File: config.mk
export PLATFORM = sky130hd
export DESIGN_NAME = cpu_core
export DESIGN_NICKNAME = d
export VERILOG_FILES = /design/src/rtl/cpu_core.sv
export SDC_FILE = /design/constraint.sdc
export NUM_CORES = 1
export LEC_CHECK = 0
export ABC_AREA = 1
export BUFFER_PORTS_ARGS = -buffer_cell sky130_fd_sc_hd__buf_4
export CORE_ASPECT_RATIO = 1.75
export CORE_MARGIN = 8
export CORE_UTILIZATION = 40
export DETAILED_ROUTE_END_ITERATION = 8
export PLACE_DENSITY = 0.67
export SLEW_MARGIN = 20
export SYNTH_ARGS = -nofsm -noshare
export SYNTH_HDL_FRONTEND = slang
export SYNTH_SLANG_ARGS = --single-unit
File: constraint.sdc
create_clock -name clk -period 2.6 [get_ports clk]
set_input_delay 0.65 -clock clk [delete_from_list [all_inputs] [get_ports clk]]
set_output_delay 0.65 -clock clk [all_outputs]
set_load 0.005 [all_outputs]
File: src/rtl/cpu_core.sv
// Parametrised accumulator CPU: A/B registers, PC, opcode register and {C,Z} flags,
// fetching instructions and operands over a req/ready read port that tolerates wait states.
module cpu_core #(
   parameter int                DATA_W   = 8,
   parameter int                ADDR_W   = 8,
   parameter logic [ADDR_W-1:0] RESET_PC = {ADDR_W{1'b0}}
) (
   input  logic              clk,
   input  logic              rst_n,
   output logic              mem_req,
   output logic [ADDR_W-1:0] mem_addr,
   input  logic [DATA_W-1:0] mem_rdata,
   input  logic              mem_ready,
   output logic [DATA_W-1:0] a_out,
   output logic [DATA_W-1:0] b_out,
   output logic [ADDR_W-1:0] pc_out,
   output logic [1:0]        flags,
   output logic              retire,
   output logic              halted
);

   typedef enum logic [1:0] {
      ST_FETCH   = 2'd0,
      ST_DECODE  = 2'd1,
      ST_OPERAND = 2'd2,
      ST_HALT    = 2'd3
   } state_t;

   localparam logic [3:0] OP_LDA  = 4'h0;
   localparam logic [3:0] OP_LDB  = 4'h1;
   localparam logic [3:0] OP_ADDI = 4'h2;
   localparam logic [3:0] OP_ADDB = 4'h3;
   localparam logic [3:0] OP_SUBI = 4'h4;
   localparam logic [3:0] OP_SUBB = 4'h5;
   localparam logic [3:0] OP_JMP  = 4'h6;
   localparam logic [3:0] OP_JZ   = 4'h7;
   localparam logic [3:0] OP_JC   = 4'h8;
   localparam logic [3:0] OP_HLT  = 4'h9;

   state_t            state_q, state_d;
   logic [DATA_W-1:0] a_q, a_d, b_q, b_d;
   logic [ADDR_W-1:0] pc_q, pc_d;
   logic [3:0]        ir_q, ir_d;
   logic              z_q, z_d, c_q, c_d;
   logic              retire_q, retire_d;
   logic              mem_req_q, mem_req_d;
   logic              halted_q, halted_d;
   logic [ADDR_W-1:0] pc_inc_s;
   logic [ADDR_W-1:0] jmp_tgt_s;
   logic [DATA_W:0]   alu_s;

   // Bit DATA_W of the result is the carry for ADD and the borrow for SUB.
   function automatic logic [DATA_W:0] alu_f(input logic [DATA_W-1:0] lhs,
                                             input logic [DATA_W-1:0] rhs,
                                             input logic              sub);
      if (sub) begin
         return {1'b0, lhs} - {1'b0, rhs};
      end else begin
         return {1'b0, lhs} + {1'b0, rhs};
      end
   endfunction

   assign pc_inc_s = pc_q + {{(ADDR_W-1){1'b0}}, 1'b1};

   if (ADDR_W > DATA_W) begin : g_tgt_ext
      assign jmp_tgt_s = {{(ADDR_W-DATA_W){1'b0}}, mem_rdata};
   end else begin : g_tgt_trunc
      assign jmp_tgt_s = mem_rdata[ADDR_W-1:0];
   end

   // Next-state and datapath update logic.
   always_comb begin
      state_d  = state_q;
      a_d      = a_q;
      b_d      = b_q;
      pc_d     = pc_q;
      ir_d     = ir_q;
      z_d      = z_q;
      c_d      = c_q;
      retire_d = 1'b0;
      alu_s    = {(DATA_W+1){1'b0}};
      case (state_q)
         ST_FETCH: begin
            if (mem_req_q && mem_ready) begin
               ir_d    = mem_rdata[3:0];
               pc_d    = pc_inc_s;
               state_d = ST_DECODE;
            end else begin
               state_d = ST_FETCH;
            end
         end
         ST_DECODE: begin
            case (ir_q)
               OP_LDA, OP_LDB, OP_ADDI, OP_SUBI, OP_JMP, OP_JZ, OP_JC: begin
                  state_d = ST_OPERAND;
               end
               OP_ADDB, OP_SUBB: begin
                  alu_s    = alu_f(a_q, b_q, ir_q == OP_SUBB);
                  a_d      = alu_s[DATA_W-1:0];
                  c_d      = alu_s[DATA_W];
                  z_d      = (alu_s[DATA_W-1:0] == {DATA_W{1'b0}});
                  retire_d = 1'b1;
                  state_d  = ST_FETCH;
               end
               OP_HLT: begin
                  retire_d = 1'b1;
                  state_d  = ST_HALT;
               end
               default: begin
                  retire_d = 1'b1;
                  state_d  = ST_FETCH;
               end
            endcase
         end
         ST_OPERAND: begin
            if (mem_req_q && mem_ready) begin
               pc_d     = pc_inc_s;
               retire_d = 1'b1;
               state_d  = ST_FETCH;
               case (ir_q)
                  OP_LDA: a_d = mem_rdata;
                  OP_LDB: b_d = mem_rdata;
                  OP_ADDI, OP_SUBI: begin
                     alu_s = alu_f(a_q, mem_rdata, ir_q == OP_SUBI);
                     a_d   = alu_s[DATA_W-1:0];
                     c_d   = alu_s[DATA_W];
                     z_d   = (alu_s[DATA_W-1:0] == {DATA_W{1'b0}});
                  end
                  OP_JMP: pc_d = jmp_tgt_s;
                  OP_JZ:  pc_d = z_q ? jmp_tgt_s : pc_inc_s;
                  OP_JC:  pc_d = c_q ? jmp_tgt_s : pc_inc_s;
                  default: pc_d = pc_inc_s;
               endcase
            end else begin
               state_d = ST_OPERAND;
            end
         end
         ST_HALT: begin
            state_d = ST_HALT;
         end
         default: begin
            state_d = ST_FETCH;
         end
      endcase
   end

   // Request and halt flags are registered from the next state, so reset forces them low.
   always_comb begin
      mem_req_d = (state_d == ST_FETCH) || (state_d == ST_OPERAND);
      halted_d  = (state_d == ST_HALT);
   end

   // State and architectural registers.
   always_ff @(posedge clk or negedge rst_n) begin
      if (!rst_n) begin
         state_q   <= ST_FETCH;
         a_q       <= {DATA_W{1'b0}};
         b_q       <= {DATA_W{1'b0}};
         pc_q      <= RESET_PC;
         ir_q      <= 4'h0;
         z_q       <= 1'b0;
         c_q       <= 1'b0;
         retire_q  <= 1'b0;
         mem_req_q <= 1'b0;
         halted_q  <= 1'b0;
      end else begin
         state_q   <= state_d;
         a_q       <= a_d;
         b_q       <= b_d;
         pc_q      <= pc_d;
         ir_q      <= ir_d;
         z_q       <= z_d;
         c_q       <= c_d;
         retire_q  <= retire_d;
         mem_req_q <= mem_req_d;
         halted_q  <= halted_d;
      end
   end

   assign mem_req  = mem_req_q;
   assign mem_addr = pc_q;
   assign a_out    = a_q;
   assign b_out    = b_q;
   assign pc_out   = pc_q;
   assign flags    = {c_q, z_q};
   assign retire   = retire_q;
   assign halted   = halted_q;

endmodule

==> impl_metrics.yaml, run 1 <==
outcome:
  outcome: "completed"
drt:
  vias_per_cell: 5.10
  drt_iter0_drc: 108
  ant_nets: 0
  drcViolationCount: 0
  firstDrtPassIters: 4
  wl_per_cell_um: 15.0
  finalWirelength_um: 9530
  vias: 3241
setup_path:
  ff2ff_setup_slack_ns: 0.24
  worstPathArrival_ns: 2.59
  worst-endpoint-required_ns: 2.78
  crit_path_start: "mem_rdata[1]"
  reg2reg_from: "ir_q[0]"
  worstSetupEndpoint: "z_q"
  cp_max_fo: 4
  rr_worst_depth: 20
  startpoint_type: "input pin"
  worstSetupPathType: "in2reg"
  timing.rr.end: "z_q"
  crit_path_end_kind: "flip-flop"
floorplan:
  dieArea_mm2: 0.0110
  num_rows: 43
  die_h_um: 133
  pin_count: 48
  chipWidth_um: 82.9
  start_util_pct: 40.5
  core_region_area_mm2: 0.00775
yosys:
  synthesis.area_mm2: 0.00314
  synth_cell_type_count: 37
  synth_warnings: 0
  syn_nets: 513
  async_reset_ff_share_pct: 100
  syn_avg_cell_area_um2: 6.57
  synth-seq-cells: 35
  syn-instance-count: 477
  synth_edf_count: 0
  synth_top_cell_by_area: "dfrtp_1"
  synth_common_cells: "nand2_1 (141), inv_1 (74), nand3_1 (44), nor2_1 (43), dfrtp_1 (35)"
  synth_top_area_share_pct: 27.9
  synth-main-ff-cell: "dfrtp_1"
  synthTopCellsByArea: "dfrtp_1 (28%), nand2_1 (17%), ha_1 (9.2%)"
  yosysSeqAreaShare_pct: 27.9
  synthMostInstantiatedCell: "nand2_1"
timing:
  worstMarginPinSlew_ns: 0.605
  layout_setup_ws_ns: 0.183
  final.period_utilization_pct: 93.0
  slew_headroom_pct: 59.5
  fmax_mhz: 414
  skew_ns: 0.00635
  slew_viol_final: 0
  setup_viol: 0
  fin_crit_ns: 2.42
  hold_viol: 0
  whs_ns: 0.316
cts:
  root_buffer: "clkbuf_16"
  cts-hold-fix-buffers: 0
  worst_setup_hold_path_clk_slew_ns: 0.06
  htreeDepth: 2
  cts.sinks: 35
  cts_tree: "built"
  cts_buffers: 5
  clockBufferDepth: 2
  clk_latency_ns: 0.29
finish:
  layoutNonFillerInstCount: 636
  multiInputGateArea_mm2: 0.00200
  layout.nets: 581
  fillerInstances: 791
  register_area_um2: 878
  area_growth_pct: 28.3
  diodes: 0
  drive_above_1_share_pct: 24.7
global_routing:
  grt_first_pass_wirelength_um: 15300
  gr-total-overflow: 0
  grt_max_degree: 36
  grt_pass1_vias: 3338
  antenna_found_initial: 0
  gr-usage-all-layers_pct: 16.9
place:
  place_ws_ns: -0.154
  dpl.cell_count: 625
  gp_congestion: 0.928
  dp_hpwl_um: 7720
  port_buffers: 47
flow_run:
  maxCapViolations: 0
min_path:
  hold_class: "in2async"
==> worst min-delay path by stage <==
stage / endpoint / slack [ns] / cells after the start
6_report: b_out[4] / 0.32 / 1
5_1_grt: mem_addr[5] / 0.36 / 1
4_1_cts: mem_addr[2] / 0.34 / 1
3_5_place_dp: b_out[5] / 0.51 / 2
3_3_place_gp: mem_addr[7] / 0.51 / 2
2_1_floorplan: a_out[0] / 0.35 / 0
==> state kept, by name, summed over array words and instances, names as in the netlist <==
| name | flops |
|---|---|
| mem_addr | 8 |
| b_out | 8 |
| c_q | 1 |
| mem_req | 1 |
| state_q | 2 |
| a_out | 8 |
| z_q | 1 |
| retire | 1 |
| halted | 1 |
| ir_q | 4 |
==> cells in the final DEF (no fill, tap or decap), drive strengths merged <==
master   instances
a21oi           18
a22oi            1
a31oi            4
a41oi            2
and2             1
buf             75
bufinv           1
clkbuf           6
clkinv           1
dfrtp           35
fa               2
ha              23
inv             78
nand2          143
nand3           45
nand3b           1
nand4            3
nor2            47
nor3             3
o2111ai          1
o211ai           1
o21a             3
o21ai           29
o221ai           2
o22ai            1
o31ai            1
or2              3
xnor2            2
xor2            14
==> final cells by class <==
type	instances	area share, %
Sequential cell	35	21.8
Timing Repair Buffer	75	14.0
Clock inverter	2	0.871
Inverter	78	7.28
Tap cell	90	2.80
Multi-Input combinational cell	350	49.8
Clock buffer	6	3.45
==> per-stage QoR <==
stage               area, µm²  utilization, %  setup TNS, ns
floorplan                3140               -              0
global placement         3690            47.6         -0.445
detailed placement       3690            47.6         -0.447
CTS                      3860            49.8              0
global route             4020            51.9        -0.0185
finish                   4020            51.9              0
==> critical path, cell delays in order <==
cell and delay (ns):
buf_4 0.12, inv_1 0.07, ha_2 0.17, inv_2 0.04
nor2_2 0.09, buf_4 0.12, a21oi_2 0.05, xor2_1 0.16
ha_1 0.35, nand2_1 0.09, nand2_2 0.07, a21oi_2 0.18
nand3_1 0.12, nand2_1 0.09, nor2_1 0.04, nand2_1 0.05
nand2_1 0.05, nand2_1 0.05, nand2_1 0.04
==> cells by family (layout without fill, tap and decap cells) <==
logic type / Yosys count / in the layout / share of synthesized area [%]
buf+inv: 92 / 161 / 12.6
simple gates: 246 / 246 / 32.8
compound gates: 63 / 63 / 11.7
flops: 35 / 35 / 27.9
fa+ha+maj: 25 / 25 / 10.5
xor+xnor: 16 / 16 / 4.47
==> metal layers <==
layer,vias to the layer above,routed length [µm],track usage [%]
met1,1490,3520,15.6
met5,-,0,0
met3,27,278,2.44
met4,0,475,12.2
li1,1651,-,-
met2,73,5260,32.4
==> repair_timing <==
action                     in CTS  in global routing
setup buffers                   0                  3
setup endpoints to repair       0                  6
resized for setup               0                 39
Power of run 1 is not shown: default switching activity piles up to over one toggle a cycle in this logic, so the estimate is an artifact.
==> run 2, diff against run 1 <==
Settings changed: REMOVE_ABC_BUFFERS from default to 1.
==> impl_metrics.yaml, run 2 (synthesis gave the netlist of run 1 again) <==
timing:
  hold_viol: 0
  final.period_utilization_pct: 92.9
  fin_crit_ns: 2.41
  layout_setup_ws_ns: 0.186
  slew_headroom_pct: 62.0
  worstMarginPinSlew_ns: 0.569
  setup_viol: 0
  fmax_mhz: 414
  slew_viol_final: 0
  skew_ns: 0.00413
  rsz0062_at_grt: "yes"
min_path:
  hold_class: "in2async"
finish:
  layout.nets: 579
  final_cell_mix: "nand2_1 (137), buf_4 (73), inv_1 (70)"
  diodes: 0
  post-route-util_pct: 50.5
  drive_above_1_share_pct: 21.3
  fillerInstances: 796
  multiInputGateArea_mm2: 0.00193
  area_growth_pct: 24.7
  register_area_um2: 877
  mostFrequentLayoutCell: "nand2_1"
setup_path:
  crit_family: "simple AND/OR/NAND/NOR gates"
  worst_path_most_repeated_cell: "nand2_1"
  worstSetupPathType: "reg2reg"
  crit_cells: 17
  reg2reg_from: "b_out[0]"
  worstPathArrival_ns: 2.64
  worst-endpoint-required_ns: 2.83
  crit_path_start: "b_out[0]"
  cp_max_fo: 5
  crit_path_end_kind: "flip-flop"
  timing.rr.end: "z_q"
  rr_worst_depth: 17
  worstSetupEndpoint: "z_q"
  crit_buf_inv: 2
  startpoint_type: "flip-flop"
  cpMaxStageDelayCell: "dfrtp_1"
  ff2ff_setup_slack_ns: 0.19
  cp_cell_sequence: "inv_1 > ha_1 > inv_2 > o31ai_2 > xor2_1 > ha_1 > nand2_1 > nand2_2 > a21oi_2 > nand2_1 > nand2_1 > nand2_2 > nor2_2 > nand2_1 > nand2_1 > nand2_1 > nand2_1"
  slowest_delay_ns: 0.41
cts:
  cts_buffers: 5
  worst_setup_hold_path_clk_slew_ns: 0.06
  cts_tree: "built"
  clk_latency_ns: 0.29
  cts-hold-fix-buffers: 0
  root_buffer: "clkbuf_16"
  htreeDepth: 2
  clockBufferDepth: 2
  cts.sinks: 35
global_routing:
  grt_max_degree: 36
  antenna_found_initial: 0
  grt_pass1_vias: 3120
  gr-usage-all-layers_pct: 16.7
  gr-total-overflow: 0
  grt_first_pass_wirelength_um: 15000
place:
  port_buffers: 47
  place_ws_ns: -0.159
  dp_hpwl_um: 7710
  gp_congestion: 0.940
floorplan:
  pin_count: 48
  core_region_area_mm2: 0.00775
  die_h_um: 133
  start_util_pct: 40.5
  chipWidth_um: 82.9
  dieArea_mm2: 0.0110
  num_rows: 43
drt:
  finalWirelength_um: 9300
  firstDrtPassIters: 5
  wl_per_cell_um: 14.7
  ant_nets: 0
  vias_per_cell: 5.04
  vias: 3195
  met2_length_um: 5290
  top_layer: "met4"
  drt_iter0_drc: 137
  drt-met1-wl_um: 3450
  drcViolationCount: 0
  wl_met3_um: 259
outcome:
  outcome: "completed"
flow_run:
  maxCapViolations: 0
[run 2: cell types whose count changed in the layout (fill, tap and decap cells not counted), moves of 2 or more]
cell	previous run	this run
a21oi_1	11	14
buf_4	75	73
a21oi_2	7	4
clkinvlp_4	0	2
inv_1	67	70
nand2_1	132	137
ha_1	18	21
inv_2	11	8
ha_4	4	2
nand2_2	9	5
[run 2: how the worst min path moves through the flow]
stage | startpoint | end | slack, ns | cells past startpoint
after floorplan | rst_n | a_out[0] | 0.35 | 0
after global placement | b_out[5] | b_out[5] | 0.51 | 2
after detailed placement | b_out[5] | b_out[5] | 0.51 | 2
after CTS | rst_n | b_out[2] | 0.33 | 1
after global routing | rst_n | b_out[4] | 0.36 | 1
final | rst_n | b_out[2] | 0.32 | 1
[run 2: metrics by stage]
| step | std cells | hold slack, ns | setup TNS [ns] | area (µm²) |
|---|---|---|---|---|
| finish | 634 | 0.318 | 0 | 3910 |
| global route | 634 | 0.356 | -0.0312 | 3910 |
| CTS | 633 | 0.327 | 0 | 3830 |
| detailed placement | 625 | 0.513 | -0.505 | 3690 |
| global placement | 625 | 0.509 | -0.373 | 3690 |
| floorplan | 463 | 0.354 | 0 | 3030 |
[run 2: worst reg2reg max path: stages, from the launching register on]
cell and delay, ns:
dfrtp_1 0.41, inv_1 0.08, ha_1 0.15, inv_2 0.05, o31ai_2 0.23, xor2_1 0.28, ha_1 0.34, nand2_1 0.10
nand2_2 0.07, a21oi_2 0.15, nand2_1 0.06, nand2_1 0.07, nand2_2 0.06, nor2_2 0.10, nand2_1 0.05, nand2_1 0.05
nand2_1 0.04, nand2_1 0.05
[run 2: area by class of cell]
class	instances	area share, %
Tap cell	90	2.88
Inverter	78	7.49
Clock inverter	3	0.512
Timing Repair Buffer	73	14.0
Sequential cell	35	22.4
Clock buffer	5	3.20
Multi-Input combinational cell	350	49.5
[run 2: layer usage]
layer | GRT usage [%] | vias to the layer above
li1 | - | 1642
met1 | 15.6 | 1476
met2 | 32.9 | 63
met3 | 2.87 | 14
met4 | 8.25 | 0
met5 | 0 | -
[run 2: repair_timing]
action / 4_1_cts / 5_1_grt
hold endpoints to repair: 0 / 0
resized for setup: 0 / 19
setup endpoints to repair: 0 / 5
setup buffers: 0 / 1
Power of run 2 is left out for the same reason.
